`src/rtl/mxbus_pkg.sv`:
```
// Shared types and constants for the two-master MX bus arbiter.
//   arb_state_e  : per-channel arbitration state (IDLE, REQ, BUSY)
//   NUM_MASTERS  : number of arbitrated masters
//   WDOG_WIDTH   : width of the per-channel completion watchdog counter
package mxbus_pkg;

    localparam int unsigned NUM_MASTERS = 2;
    localparam int unsigned WDOG_WIDTH  = 16;

    typedef enum logic [1:0] {
        IDLE = 2'd0,
        REQ  = 2'd1,
        BUSY = 2'd2
    } arb_state_e;

endpackage

```
`src/rtl/mxbus_arb_chan.sv`:
```
// One arbitrated MX bus channel: round-robin grant between two masters, a single
// transaction in flight, and a completion watchdog.
//   clk, rst            : clock, asynchronous active-low reset
//   req                 : txn_start of m1/m0
//   m0_payload/m1_...   : address (and write data) of each master
//   s_ack/s_cpl/s_ready : slave responses
//   s_start/s_payload   : request forwarded to the slave
//   m_ack/m_cpl/m_ready : slave responses routed to the granted master
//   grant               : one-hot owner, 00 when idle
//   timeout             : one-cycle pulse when the watchdog aborts a transaction
module mxbus_arb_chan
    import mxbus_pkg::*;
#(
    parameter int unsigned PAYLOAD_WIDTH  = 8,
    parameter int unsigned TIMEOUT_CYCLES = 255
) (
    input  logic                     clk,
    input  logic                     rst,
    input  logic [NUM_MASTERS-1:0]   req,
    input  logic [PAYLOAD_WIDTH-1:0] m0_payload,
    input  logic [PAYLOAD_WIDTH-1:0] m1_payload,
    input  logic                     s_ack,
    input  logic                     s_cpl,
    input  logic                     s_ready,
    output logic                     s_start,
    output logic [PAYLOAD_WIDTH-1:0] s_payload,
    output logic [NUM_MASTERS-1:0]   m_ack,
    output logic [NUM_MASTERS-1:0]   m_cpl,
    output logic [NUM_MASTERS-1:0]   m_ready,
    output logic [NUM_MASTERS-1:0]   grant,
    output logic                     timeout
);

    localparam bit WDOG_EN = (TIMEOUT_CYCLES != 0);
    // Abort fires on the edge where the counter would reach TIMEOUT_CYCLES.
    localparam logic [WDOG_WIDTH-1:0] WDOG_LAST =
        (TIMEOUT_CYCLES == 0) ? '0 : WDOG_WIDTH'(TIMEOUT_CYCLES - 1);

    arb_state_e            state;
    logic                  prio;       // 0: m0 wins a tie, 1: m1 wins a tie
    logic [WDOG_WIDTH-1:0] wdog_cnt;
    logic                  owner_req;
    logic                  fwd;
    logic                  wdog_hit;
    logic                  pick_m1;

    always_comb begin
        owner_req = |(grant & req);
        // A master that dropped its request in REQ gets nothing forwarded.
        fwd       = (state == BUSY) || ((state == REQ) && owner_req);
        wdog_hit  = WDOG_EN && (wdog_cnt == WDOG_LAST);
        pick_m1   = (&req) ? prio : req[1];
        s_start   = (state == REQ) && owner_req;
        s_payload = '0;
        if (state == REQ) begin
            if (grant[0]) begin
                s_payload = m0_payload;
            end else if (grant[1]) begin
                s_payload = m1_payload;
            end
        end
        m_ack   = fwd ? (grant & {NUM_MASTERS{s_ack}})   : '0;
        m_cpl   = fwd ? (grant & {NUM_MASTERS{s_cpl}})   : '0;
        m_ready = fwd ? (grant & {NUM_MASTERS{s_ready}}) : '0;
    end

    always_ff @(posedge clk or negedge rst) begin
        if (!rst) begin
            state    <= IDLE;
            prio     <= 1'b0;
            wdog_cnt <= '0;
            grant    <= '0;
            timeout  <= 1'b0;
        end else begin
            timeout <= 1'b0;
            unique case (state)
                IDLE: begin
                    if (|req) begin
                        state    <= REQ;
                        wdog_cnt <= '0;
                        grant    <= pick_m1 ? 2'b10 : 2'b01;
                    end
                end
                REQ: begin
                    if (!owner_req) begin
                        // Protocol abort: leave prio alone.
                        state <= IDLE;
                        grant <= '0;
                    end else if (s_ack && s_cpl) begin
                        state <= IDLE;
                        grant <= '0;
                        prio  <= grant[0];
                    end else if (wdog_hit) begin
                        state   <= IDLE;
                        grant   <= '0;
                        prio    <= grant[0];
                        timeout <= 1'b1;
                    end else begin
                        if (s_ack) begin
                            state <= BUSY;
                        end
                        wdog_cnt <= wdog_cnt + 1'b1;
                    end
                end
                BUSY: begin
                    // cpl beats a simultaneous watchdog expiry.
                    if (s_cpl) begin
                        state <= IDLE;
                        grant <= '0;
                        prio  <= grant[0];
                    end else if (wdog_hit) begin
                        state   <= IDLE;
                        grant   <= '0;
                        prio    <= grant[0];
                        timeout <= 1'b1;
                    end else begin
                        wdog_cnt <= wdog_cnt + 1'b1;
                    end
                end
                default: begin
                    state <= IDLE;
                    grant <= '0;
                end
            endcase
        end
    end

endmodule

```
`src/rtl/mxbus_arbiter.sv`:
```
// Two-master, one-slave MX bus arbiter. The instruction BIU (m0) and data BIU (m1)
// share slave s0; read and write channels are arbitrated independently.
//   clk, rst                         : clock, asynchronous active-low reset
//   m{0,1}_{rd,wr}_txn_start/_addr   : master requests; m{0,1}_wr_data write data
//   m{0,1}_{rd,wr}_txn_ack/_cpl/_rdy : slave responses routed to the owner
//   m{0,1}_rd_data                   : s0_rd_data for the read owner, else 0
//   s0_*                             : forwarded requests / slave responses
//   {rd,wr}_grant                    : one-hot channel owner, 00 when idle
//   {rd,wr}_timeout                  : watchdog abort pulse
module mxbus_arbiter
    import mxbus_pkg::*;
#(
    parameter int unsigned ADDR_WIDTH     = 8,
    parameter int unsigned DATA_WIDTH     = 8,
    parameter int unsigned TIMEOUT_CYCLES = 255
) (
    input  logic                  clk,
    input  logic                  rst,
    input  logic                  m0_rd_txn_start,
    input  logic [ADDR_WIDTH-1:0] m0_rd_addr,
    output logic                  m0_rd_txn_ack,
    output logic                  m0_rd_txn_cpl,
    output logic                  m0_rd_ready,
    output logic [DATA_WIDTH-1:0] m0_rd_data,
    input  logic                  m1_rd_txn_start,
    input  logic [ADDR_WIDTH-1:0] m1_rd_addr,
    output logic                  m1_rd_txn_ack,
    output logic                  m1_rd_txn_cpl,
    output logic                  m1_rd_ready,
    output logic [DATA_WIDTH-1:0] m1_rd_data,
    input  logic                  m0_wr_txn_start,
    input  logic [ADDR_WIDTH-1:0] m0_wr_addr,
    input  logic [DATA_WIDTH-1:0] m0_wr_data,
    output logic                  m0_wr_txn_ack,
    output logic                  m0_wr_txn_cpl,
    output logic                  m0_wr_ready,
    input  logic                  m1_wr_txn_start,
    input  logic [ADDR_WIDTH-1:0] m1_wr_addr,
    input  logic [DATA_WIDTH-1:0] m1_wr_data,
    output logic                  m1_wr_txn_ack,
    output logic                  m1_wr_txn_cpl,
    output logic                  m1_wr_ready,
    output logic                  s0_rd_txn_start,
    output logic [ADDR_WIDTH-1:0] s0_rd_addr,
    input  logic                  s0_rd_txn_ack,
    input  logic                  s0_rd_txn_cpl,
    input  logic                  s0_rd_ready,
    input  logic [DATA_WIDTH-1:0] s0_rd_data,
    output logic                  s0_wr_txn_start,
    output logic [ADDR_WIDTH-1:0] s0_wr_addr,
    output logic [DATA_WIDTH-1:0] s0_wr_data,
    input  logic                  s0_wr_txn_ack,
    input  logic                  s0_wr_txn_cpl,
    input  logic                  s0_wr_ready,
    output logic [1:0]            rd_grant,
    output logic [1:0]            wr_grant,
    output logic                  rd_timeout,
    output logic                  wr_timeout
);

    localparam int unsigned WR_WIDTH = ADDR_WIDTH + DATA_WIDTH;

    logic [NUM_MASTERS-1:0] rd_ack, rd_cpl, rd_rdy;
    logic [NUM_MASTERS-1:0] wr_ack, wr_cpl, wr_rdy;
    logic [WR_WIDTH-1:0]    wr_payload;

    mxbus_arb_chan #(
        .PAYLOAD_WIDTH (ADDR_WIDTH),
        .TIMEOUT_CYCLES(TIMEOUT_CYCLES)
    ) u_rd_chan (
        .clk       (clk),
        .rst       (rst),
        .req       ({m1_rd_txn_start, m0_rd_txn_start}),
        .m0_payload(m0_rd_addr),
        .m1_payload(m1_rd_addr),
        .s_ack     (s0_rd_txn_ack),
        .s_cpl     (s0_rd_txn_cpl),
        .s_ready   (s0_rd_ready),
        .s_start   (s0_rd_txn_start),
        .s_payload (s0_rd_addr),
        .m_ack     (rd_ack),
        .m_cpl     (rd_cpl),
        .m_ready   (rd_rdy),
        .grant     (rd_grant),
        .timeout   (rd_timeout)
    );

    mxbus_arb_chan #(
        .PAYLOAD_WIDTH (WR_WIDTH),
        .TIMEOUT_CYCLES(TIMEOUT_CYCLES)
    ) u_wr_chan (
        .clk       (clk),
        .rst       (rst),
        .req       ({m1_wr_txn_start, m0_wr_txn_start}),
        .m0_payload({m0_wr_addr, m0_wr_data}),
        .m1_payload({m1_wr_addr, m1_wr_data}),
        .s_ack     (s0_wr_txn_ack),
        .s_cpl     (s0_wr_txn_cpl),
        .s_ready   (s0_wr_ready),
        .s_start   (s0_wr_txn_start),
        .s_payload (wr_payload),
        .m_ack     (wr_ack),
        .m_cpl     (wr_cpl),
        .m_ready   (wr_rdy),
        .grant     (wr_grant),
        .timeout   (wr_timeout)
    );

    assign s0_wr_addr = wr_payload[WR_WIDTH-1:DATA_WIDTH];
    assign s0_wr_data = wr_payload[DATA_WIDTH-1:0];

    assign m0_rd_txn_ack = rd_ack[0];
    assign m1_rd_txn_ack = rd_ack[1];
    assign m0_rd_txn_cpl = rd_cpl[0];
    assign m1_rd_txn_cpl = rd_cpl[1];
    assign m0_rd_ready   = rd_rdy[0];
    assign m1_rd_ready   = rd_rdy[1];
    assign m0_rd_data    = rd_grant[0] ? s0_rd_data : '0;
    assign m1_rd_data    = rd_grant[1] ? s0_rd_data : '0;

    assign m0_wr_txn_ack = wr_ack[0];
    assign m1_wr_txn_ack = wr_ack[1];
    assign m0_wr_txn_cpl = wr_cpl[0];
    assign m1_wr_txn_cpl = wr_cpl[1];
    assign m0_wr_ready   = wr_rdy[0];
    assign m1_wr_ready   = wr_rdy[1];

endmodule
```
`config.mk`:
```
export PLATFORM = sky130hd
export DESIGN_NAME = mxbus_arbiter
export DESIGN_NICKNAME = d
export VERILOG_FILES = /design/src/rtl/mxbus_pkg.sv /design/src/rtl/mxbus_arb_chan.sv /design/src/rtl/mxbus_arbiter.sv
export SDC_FILE = /design/constraint.sdc
export NUM_CORES = 1
export LEC_CHECK = 0
export ABC_AREA = 1
export BUFFER_PORTS_ARGS = -buffer_cell sky130_fd_sc_hd__buf_2
export CORE_AREA = 4 4 101 84
export CTS_BUF_LIST = sky130_fd_sc_hd__clkbuf_16
export DETAILED_ROUTE_END_ITERATION = 7
export DIE_AREA = 0 0 105 88
export GPL_TIMING_DRIVEN = 0
export PLACE_DENSITY = 0.84
export SYNTH_ARGS = -nofsm -noshare
export SYNTH_HDL_FRONTEND = slang
export SYNTH_HIERARCHICAL = 1
export SYNTH_SLANG_ARGS = --single-unit
```
`constraint.sdc`:
```
create_clock -name clk -period 2.1 [get_ports clk]
set_input_delay 0.105 -clock clk [delete_from_list [all_inputs] [get_ports clk]]
set_output_delay 0.105 -clock clk [all_outputs]
set_load 0.1 [all_outputs]
```
==> out/summary.txt <==
Tightest Pin Transition -> 1.006 ns
Violated checks -> negative hold slack
Final wirelength -> 11,100 um
R2R depth -> 10
Chip width -> 105 um
HPWL Detailed -> 8561 um
Setup Fix Bufs, Post-CTS -> 0
Via Count -> 4,257
H-Tree Depth -> 2
Cell count after placement -> 827
Non-Filler Instances -> 835
Worst hold-check slack -> -0.002225 ns
Clock Sinks -> 44
Worst Path Arrival -> 1.88 ns
Synth warnings -> 6
Worst r2r src -> u_rd_chan/state[1]$_DFFE_PN0P_
Synth Register Bits -> 44
Vias per cell -> 5.098
Relative slew margins -> 32.91%
Syn Area/Cell -> 6.147 um^2
Pwr Density -> 1414 nW/um^2
DRT antenna net count -> 0
Maximum clock path buffer count -> 2
Maximum VDD drop -> 1.046 mV
Mapped Nets -> 690
Grt ovf -> 0
Clock slew at reported path FFs -> 0.06 ns
CORE AREA -> 7357 um^2
Status -> complete, but fails checks
Syn Inst Count -> 610
CTS hold repair buffers -> 0
Unrepaired setup endpoints after global routing -> false
Input/output buffers -> 127
Fraction of layout cells with a size suffix above 1 -> 31.81%
Critical path peak fanout -> 4
R2R setup slack -> 0.23 ns
Synth top area share -> 29.36%
Largest net degree at the start of global routing -> 45
CTS tree -> yes
Fin worst setup slack -> 0.1155 ns
Synth Cell Area -> 3750 um^2
First-pass GRT wire length -> 18,110 um
Die area -> 9240 um^2
WL/cell -> 13.29 um
Detailed Routing Iterations Pass 1 -> 5
Final Skew -> 0.003930 ns
Total power -> 0.007257 W
Worst R2R End -> u_rd_chan/wdog_cnt[14]$_DFFE_PN0P_
Peak Freq -> 503.9 MHz
Max cap viols -> 0
Static Leak -> 2.624 nW
Netlist cell types -> 32
Overall routing resource usage -> 23.28%
Die height -> 88 um
Worst Setup End Kind -> primary output
Minimum clock period -> 1.984 ns
Yosys top cell by area -> dfrtp_1
Required time of the critical path -> 2.00 ns
Final setup violation count -> 0
Type of the most critical hold path -> primary input to async pin
Final-report max-slew violation count -> 0
Final-stage net count -> 824
Starting density of the core -> 50.97%
Num rows -> 28
Post-layout util -> 69.78%
Num CTS Buffers -> 5
Post-synthesis sequential area ratio -> 29.36%
Vias in the first global route -> 3,959
Startpoint types -> flop
I/O pin cnt -> 128
Initial antenna violation count -> 0
Root Buffer Master -> clkbuf_16
Layout area overhead -> 36.90%
Critical path type -> flop to primary output
Drt first-iter violations -> 240
Final critical-path share of the clock period -> 94.50%
Pre-CTS setup slack -> -0.07397 ns
Antenna diodes -> 0
Fin. Hold Viols -> 3
RePlAce Congestion -> 0.9292
Worst-Skew Late Latency -> 0.28 ns
# DRC -> 0
Synth area leaders -> dfrtp_1 (29%), nand2_1 (22%), inv_1 (8.3%), nand3_1 (6.3%), nor2_1 (6.2%)
-- synth_stat cells (all sizes together) --
cell type / instances
a21boi: 2
a21oi: 27
buf: 9
clkbuf: 4
clkinv: 1
dfrtp: 44
ha: 12
inv: 86
nand2: 236
nand3: 49
nand3b: 3
nand4: 12
nor2: 67
nor3: 3
nor3b: 1
o211ai: 1
o21ai: 37
o21bai: 4
or2: 4
xnor2: 1
xor2: 7
-- kinds of logic after synthesis --
group	synth area share (%)
compound gates	10.64
xor+xnor	1.869
fa+ha+maj	4.004
buf+inv	11.11
flops	29.36
simple gates	43.01
-- what timing repair did --
item,4_1_cts,5_1_grt
hold endpoints to repair,0,0
setup endpoints to repair,23,44
resized for setup,16,38
-- worst max path at each step --
stage / start / to / slack (ns) / depth (start not counted)
after floorplan: u_wr_chan/grant[1]$_DFFE_PN0N_ / m0_wr_ready / -0.04 / 7
final: u_rd_chan/state[1]$_DFFE_PN0P_ / m0_rd_ready / 0.12 / 8
after detailed placement: u_wr_chan/state[1]$_DFFE_PN0P_ / s0_wr_data[6] / -0.07 / 6
after global routing: u_rd_chan/state[1]$_DFFE_PN0P_ / m0_rd_ready / 0.04 / 8
after global placement: u_wr_chan/state[1]$_DFFE_PN0P_ / s0_wr_data[6] / -0.03 / 6
after CTS: u_wr_chan/state[1]$_DFFE_PN0P_ / m0_wr_txn_cpl / 0.002 / 8
-- metrics by stage --
stage	area, um^2	setup TNS [ns]
global placement	4890	-0.2554
global route	5134	0
CTS	5065	0
floorplan	4141	-0.2072
finish	5134	0
detailed placement	4890	-0.6736
-- placed cells by master (no fill, tap or decap), types with 10 or more instances in the layout --
cell type  synthesis  final
a21oi_4            0     18
buf_2              3    109
buf_4              0     15
buf_6              2     10
dfrtp_1           44     40
ha_1              12     10
inv_1             83     83
nand2_1          223    212
nand2_2           11     18
nand3_1           47     47
nand4_1           12     12
nor2_1            62     48
nor2_4             3     15
o21ai_0           19     19
o21ai_1           11     11
-- registers in the layout, indices dropped and copies added, names as in the netlist --
signal / flops
u_wr_chan/state: 2
u_rd_chan/state: 2
u_rd_chan/wdog_cnt: 16
u_rd_chan/timeout: 1
u_rd_chan/grant: 2
u_wr_chan/prio: 1
u_wr_chan/timeout: 1
u_rd_chan/prio: 1
u_wr_chan/grant: 2
u_wr_chan/wdog_cnt: 16
-- report_power, final --
part	total [W]	switching (W)	internal (W)
Sequential	0.00119	0.000183	0.00101
Combinational	0.00533	0.00417	0.00116
Clock	0.000739	0.000309	0.000430
-- routing by layer --
layer,wire (um),GRT usage (%),part of all wire [%]
met3,695,3.832,6.3
met1,4913,30.25,44
met2,5392,41.76,49
met5,0,0,0
met4,93,4.052,0.84
-- area by class of cell --
| class | instances | area [um^2] |
|---|---|---|
| multi-input cells | 466 | 2610 |
| fillers | 593 | 2223 |
| flip-flops and latches | 44 | 1116 |
| repair buffers | 127 | 720.7 |
| inverters | 87 | 339.1 |
| clock buffers | 5 | 125.1 |
| well taps | 90 | 112.6 |
| plain buffers | 13 | 97.59 |
| clock inverters | 3 | 12.51 |
-- worst max-delay path: stages (launching register included) --
cell and delay, ns:
dfrtp_1 0.42, inv_1 0.09, ha_2 0.22, nand2_2 0.11, clkinvlp_4 0.08, or2_4 0.28
nand2_4 0.12, nor2_4 0.05, buf_4 0.23
(Power assumes the default switching activity.)
